--- src/rtl/mult_pkg.sv ---
// Shared types and helpers for the iterative radix-4 Booth multiplier.
package mult_pkg;

    // Control states of the multiplier sequencer.
    typedef enum logic [1:0] {
        IDLE = 2'd0,
        CALC = 2'd1,
        DONE = 2'd2
    } state_t;

    // Radix-4 Booth digit selected from one 3-bit multiplier window.
    typedef enum logic [2:0] {
        ZERO = 3'd0,
        POS1 = 3'd1,
        POS2 = 3'd2,
        NEG1 = 3'd3,
        NEG2 = 3'd4
    } digit_t;

    // Number of radix-4 iterations for a given operand width.
    function automatic int calc_steps(input int width);
        return width / 2 + 1;
    endfunction

endpackage

--- src/rtl/booth_r4_recode.sv ---
// Booth radix-4 recoder: window {b[i+1], b[i], b[i-1]} -> digit -> addend.
module booth_r4_recode
    import mult_pkg::*;
#(
    parameter int EXT = 34
) (
    input  logic [2:0]     window,
    input  logic [EXT-1:0] a,
    output logic [EXT:0]   addend
);

    digit_t         digit;
    logic [EXT:0]   a1;
    logic [EXT:0]   a2;

    // Decode the window into a signed Booth digit.
    always_comb begin
        digit = ZERO;
        case (window)
            3'b000, 3'b111: digit = ZERO;
            3'b001, 3'b010: digit = POS1;
            3'b011:         digit = POS2;
            3'b100:         digit = NEG2;
            default:        digit = NEG1;
        endcase
    end

    // Select 0, +-A or +-2A at EXT+1 bits.
    always_comb begin
        a1     = {a[EXT-1], a};
        a2     = {a, 1'b0};
        addend = '0;
        case (digit)
            ZERO:    addend = '0;
            POS1:    addend = a1;
            POS2:    addend = a2;
            NEG1:    addend = -a1;
            NEG2:    addend = -a2;
            default: addend = '0;
        endcase
    end

endmodule

--- src/rtl/booth_r4_mult.sv ---
// Iterative radix-4 Booth multiplier with valid/ready handshakes,
// signed/unsigned mode and a zero-operand early-out.
module booth_r4_mult
    import mult_pkg::*;
#(
    parameter int WIDTH = 32
) (
    input  logic               clk,
    input  logic               rst_n,
    input  logic               in_valid,
    output logic               in_ready,
    input  logic               is_signed,
    input  logic [WIDTH-1:0]   multiplicand,
    input  logic [WIDTH-1:0]   multiplier,
    output logic               out_valid,
    input  logic               out_ready,
    output logic [2*WIDTH-1:0] product
);

    localparam int EXT   = WIDTH + 2;
    localparam int ACCW  = 2 * EXT + 1;
    localparam int STEPS = calc_steps(WIDTH);
    localparam int CW    = $clog2(STEPS + 1);

    state_t             state_q, state_d;
    logic [EXT-1:0]     a_q, a_d;
    logic [ACCW-1:0]    acc_q, acc_d;
    logic               extra_q, extra_d;
    logic [CW-1:0]      count_q, count_d;
    logic [2*WIDTH-1:0] product_q, product_d;
    logic               out_valid_q, out_valid_d;
    logic               in_ready_q, in_ready_d;

    logic [EXT:0]       addend;
    logic [EXT:0]       sum;
    logic [ACCW-1:0]    pre_shift;
    logic [ACCW-1:0]    shifted;
    logic               zero_op;

    booth_r4_recode #(
        .EXT (EXT)
    ) u_recode (
        .window (({acc_q[1:0], extra_q})),
        .a      (a_q),
        .addend (addend)
    );

    // One Booth step: add into the upper EXT+1 bits, then arithmetic shift by 2.
    always_comb begin
        sum       = acc_q[ACCW-1:EXT] + addend;
        pre_shift = {sum, acc_q[EXT-1:0]};
        shifted   = {{2{pre_shift[ACCW-1]}}, pre_shift[ACCW-1:2]};
        // Before the first step the low EXT bits still hold the latched multiplier.
        zero_op   = (a_q == '0) || (acc_q[EXT-1:0] == '0);
    end

    // Next-state logic for the sequencer, datapath and registered outputs.
    always_comb begin
        state_d     = state_q;
        a_d         = a_q;
        acc_d       = acc_q;
        extra_d     = extra_q;
        count_d     = count_q;
        product_d   = product_q;
        out_valid_d = out_valid_q;
        in_ready_d  = in_ready_q;
        case (state_q)
            IDLE: begin
                if (in_valid && in_ready_q) begin
                    a_d        = {{2{is_signed & multiplicand[WIDTH-1]}}, multiplicand};
                    acc_d      = {{(EXT+1){1'b0}},
                                  {2{is_signed & multiplier[WIDTH-1]}}, multiplier};
                    extra_d    = 1'b0;
                    count_d    = '0;
                    in_ready_d = 1'b0;
                    state_d    = CALC;
                end
            end
            CALC: begin
                if ((count_q == '0) && zero_op) begin
                    product_d   = '0;
                    out_valid_d = 1'b1;
                    state_d     = DONE;
                end else begin
                    acc_d   = shifted;
                    extra_d = acc_q[1];
                    count_d = count_q + CW'(1);
                    if (count_q == CW'(STEPS - 1)) begin
                        product_d   = shifted[2*WIDTH-1:0];
                        out_valid_d = 1'b1;
                        state_d     = DONE;
                    end
                end
            end
            DONE: begin
                if (out_ready) begin
                    out_valid_d = 1'b0;
                    in_ready_d  = 1'b1;
                    state_d     = IDLE;
                end
            end
            default: begin
                state_d     = IDLE;
                out_valid_d = 1'b0;
                in_ready_d  = 1'b1;
            end
        endcase
    end

    // State register with synchronous active-low reset.
    always_ff @(posedge clk) begin
        if (!rst_n) begin
            state_q     <= IDLE;
            a_q         <= '0;
            acc_q       <= '0;
            extra_q     <= 1'b0;
            count_q     <= '0;
            product_q   <= '0;
            out_valid_q <= 1'b0;
            in_ready_q  <= 1'b1;
        end else begin
            state_q     <= state_d;
            a_q         <= a_d;
            acc_q       <= acc_d;
            extra_q     <= extra_d;
            count_q     <= count_d;
            product_q   <= product_d;
            out_valid_q <= out_valid_d;
            in_ready_q  <= in_ready_d;
        end
    end

    assign in_ready  = in_ready_q;
    assign out_valid = out_valid_q;
    assign product   = product_q;

endmodule

--- config.mk ---
export PLATFORM = sky130hd
export DESIGN_NAME = booth_r4_mult
export DESIGN_NICKNAME = d
export VERILOG_FILES = /design/src/rtl/mult_pkg.sv /design/src/rtl/booth_r4_recode.sv /design/src/rtl/booth_r4_mult.sv
export SDC_FILE = /design/constraint.sdc
export NUM_CORES = 1
export LEC_CHECK = 0
export BUFFER_PORTS_ARGS = -buffer_cell sky130_fd_sc_hd__clkbuf_2
export CAP_MARGIN = 25
export CORE_MARGIN = 2
export CORE_UTILIZATION = 50
export CTS_CLUSTER_DIAMETER = 100
export DETAILED_ROUTE_END_ITERATION = 10
export PLACE_DENSITY = 0.69
export SLEW_MARGIN = 40
export SYNTH_ARGS = -nofsm -noshare
export SYNTH_HDL_FRONTEND = slang
export SYNTH_HIERARCHICAL = 1
export SYNTH_SLANG_ARGS = --single-unit
--- constraint.sdc ---
create_clock -name clk -period 12.05 [get_ports clk]
set_clock_uncertainty 0.15 [all_clocks]
set_input_delay 2.41 -clock clk [delete_from_list [all_inputs] [get_ports clk]]
set_output_delay 2.41 -clock clk [all_outputs]
set_load 0.03 [all_outputs]
==> results.yml <==
yosys:
  synth_fa_ha_area_share_pct: 4.45
  synth_top_area_share_pct: 32.1
  synthTopCellsByArea: "dfxtp_1, nand2_1, nor2b_1, ha_1, a22oi_1"
  avgSynthCellArea_sq_um: 7.97
  synth_simple_gate_area_share_pct: 26.1
  synthDistinctLibCells: 82
  synth_xor_area_share_pct: 5.00
  yosys_register_bits: 174
  synthTopCellsByCount: "nand2_1, dfxtp_1, clkbuf_1, nor2b_1, nand3_1"
  async_flop_share_pct: 0
  synth_edf_count: 0
  yosys_warnings: 6
  ys.flop_type: "dfxtp_1"
  synth_compound_area_share_pct: 26.7
  synth_top_family_by_area: "compound AO/OA/AOI/OAI gates"
  yosysMostFrequentCell: "nand2_1"
  syn_area_sq_um: 10900
  synth_mux_area_share_pct: 0.691
  netlist_instances: 1363
  synth_top_cell_by_area: "dfxtp_1"
  syn_nets: 1470
  seq_area_frac_synth_pct: 32.1
detailed_routing:
  drc: 0
  drt_iter0_drc: 867
  routed_wl_microns: 30300
  vias: 10300
  avgViaCountPerCell: 6.06
  drt-pass1-iter-count: 5
  antenna_left: 0
  wire_per_inst_microns: 17.8
run:
  drv_cap: 0
clock_network:
  clkTransAtPathRegs_ps: 80
  cts-resized-gates: 0
  cts_tree: "yes"
  cts-buffers-inserted: 17
  postCtsSetupRepairBufs: 0
  cts_buffer_depth: 2
  clk_latency_ps: 450
  h-tree-depth: 4
  clockRootBuffer: "clkbuf_16"
  clock_sinks: 174
  postCtsHoldBufs: 0
timing:
  rsz0062_at_grt: "false"
  fmax_mhz: 203
  worst_pin_slew_ps: 795
  finalMaxSlewViolations: 0
  setup_tns_ps: 0
  setup_violations: 0
  hold_viol_final: 0
  layout_min_cycle_time_ps: 4930
  relSlewSlack_pct: 47.0
  period_share_pct: 40.9
global_routing:
  antenna_found_initial: 0
  grt_pass1_wl_microns: 49200
  grt_max_degree: 119
  track_usage_pct: 26.9
  gr-total-overflow: 0
  first_global_vias: 9612
hold_path:
  worstHoldStart: "product[58]"
  min_path_cells: 2
  hp-class: "reg2reg"
  holdPathEnd: "product[58]"
critical_path:
  r2r_setup_slack_ps: 7120
  start_kind: "register"
  criticalPathCategory: "reg2reg"
  crit_required_ps: 12230
  reg2regPathDepth: 17
  r2r-end: "product[63]"
  path_max_fanout: 14
  worst_setup_path_end_kind: "register"
  regToRegStartpoint: "a_q[0]"
  cp.arrival_ps: 5110
floorplanning:
  die_height_microns: 151
  dieArea_sq_um: 22900
  dieWidth_microns: 151
  io_pins: 135
  core_sq_um: 21200
  start_util_pct: 51.4
  rows: 53
power:
  p_leak_nw: 5.23
  internal_power_mw: 1.09
  ir_drop_mv: 0.103
  p_comb_share_pct: 28.3
  clockPowerShare_pct: 33.4
  powerDensity_nw_per_um2: 141
  power.switching_mw: 0.628
  seqPwrFrac_pct: 38.3
  power_switching_share_pct: 36.6
placed_design:
  dp_hpwl_microns: 20800
  port_buffers: 134
  dpl_cell_area_sq_um: 11600
  place.gp.congestion: 0.915
cells_and_area:
  nets: 1527
  antenna_cells: 0
  area_growth_pct: 12.3
  final_cell_area_sq_um: 12200
  drive_gt1_share_pct: 16.0
outcome:
  outcome: "complete, no violations"
==> per-layer routing <==
layer / global-route usage [%] / up-vias / part of all wire (%)
li1: - / 5070 / -
met1: 34.0 / 4877 / 43
met2: 44.9 / 355 / 48
met3: 5.99 / 45 / 7.1
met4: 9.44 / 0 / 2.7
met5: 0 / - / 0
==> area by class of cell <==
class,instances,area [sq um]
Inverter,20,75.1
Tap cell,275,344
Fill cell,1976,8960
Clock inverter,14,166
Timing Repair Buffer,150,825
Multi-Input combinational cell,1057,6860
Sequential cell,174,3480
Clock buffer,18,439
==> layout by cell type, fill, tap and decap left out, types with 15 or more instances in the layout <==
| master | netlist | routed |
|---|---|---|
| a21boi_0 | 49 | 49 |
| a21o_1 | 20 | 20 |
| a21oi_1 | 62 | 62 |
| a22oi_1 | 56 | 56 |
| clkbuf_16 | 0 | 17 |
| clkbuf_2 | 0 | 133 |
| dfxtp_1 | 174 | 174 |
| ha_1 | 37 | 37 |
| inv_1 | 19 | 19 |
| nand2_1 | 199 | 198 |
| nand3_1 | 75 | 75 |
| nand4_1 | 20 | 20 |
| nor2_1 | 47 | 47 |
| nor2b_1 | 78 | 77 |
| nor3_1 | 30 | 29 |
| nor4_1 | 23 | 23 |
| o211a_1 | 42 | 42 |
| o21ai_0 | 53 | 53 |
| o31ai_1 | 15 | 15 |
| xnor2_1 | 23 | 23 |
| xor2_1 | 39 | 39 |
==> power groups by stage <==
| stage | logic [mW] | clock network (mW) | registers [mW] |
|---|---|---|---|
| floorplan | 0.370 | 0 | 0.650 |
| finish | 0.486 | 0.574 | 0.658 |
| detailed placement | 0.477 | 0 | 0.671 |
| global route | 0.533 | 0.605 | 0.664 |
| CTS | 0.480 | 0.580 | 0.658 |
| global placement | 0.468 | 0 | 0.670 |
==> cells by family after synthesis <==
group | Yosys count
AND/OR/NAND/NOR | 554
multiplexers | 7
buffers and inverters | 132
flip-flops | 174
AO/OA/AOI/OAI | 396
XOR/XNOR | 62
adder cells (fa/ha/maj) | 38
==> worst max-delay path by stage <==
stage                   from           to  slack (ps)  cells past startpoint
finish                a_q[0]  product[63]        7120                     17
global route          a_q[1]    acc_q[65]        6810                     17
CTS                   a_q[0]  product[63]        7130                     17
detailed placement    a_q[0]  product[63]        7170                     17
global placement    in_valid   count_q[4]        7250                      9
floorplan             a_q[0]    acc_q[63]        7810                     18
==> worst max-delay path, stage by stage (launching register included) <==
cell	delay, ps
dfxtp_1	380
inv_1	110
ha_1	240
or4b_4	610
or4_1	580
nand2_1	140
xor2_1	150
o221ai_1	180
ha_1	400
and2_1	180
and3_1	210
a221o_1	160
a41oi_2	60
o31a_4	410
o211a_1	270
nor3b_1	300
o31ai_1	110
and2_1	180
==> registers in the layout, indices dropped and copies added (netlist names) <==
name and flops:
a_q 33, acc_q 67, count_q 5, extra_q 1
in_ready 1, out_valid 1, product 64, state_q 2
==> stage by stage <==
step	power, mW	hold WS, ps	utilization [%]	instances	worst slack (ps)
floorplan	1.02	295	-	1363	7810
CTS	1.72	318	57.7	1708	7130
finish	1.72	314	57.7	1708	7120
global route	1.80	345	57.7	1708	6810
global placement	1.14	303	54.6	1674	7250
detailed placement	1.15	310	54.8	1676	7170
(Power assumes the default switching activity.)
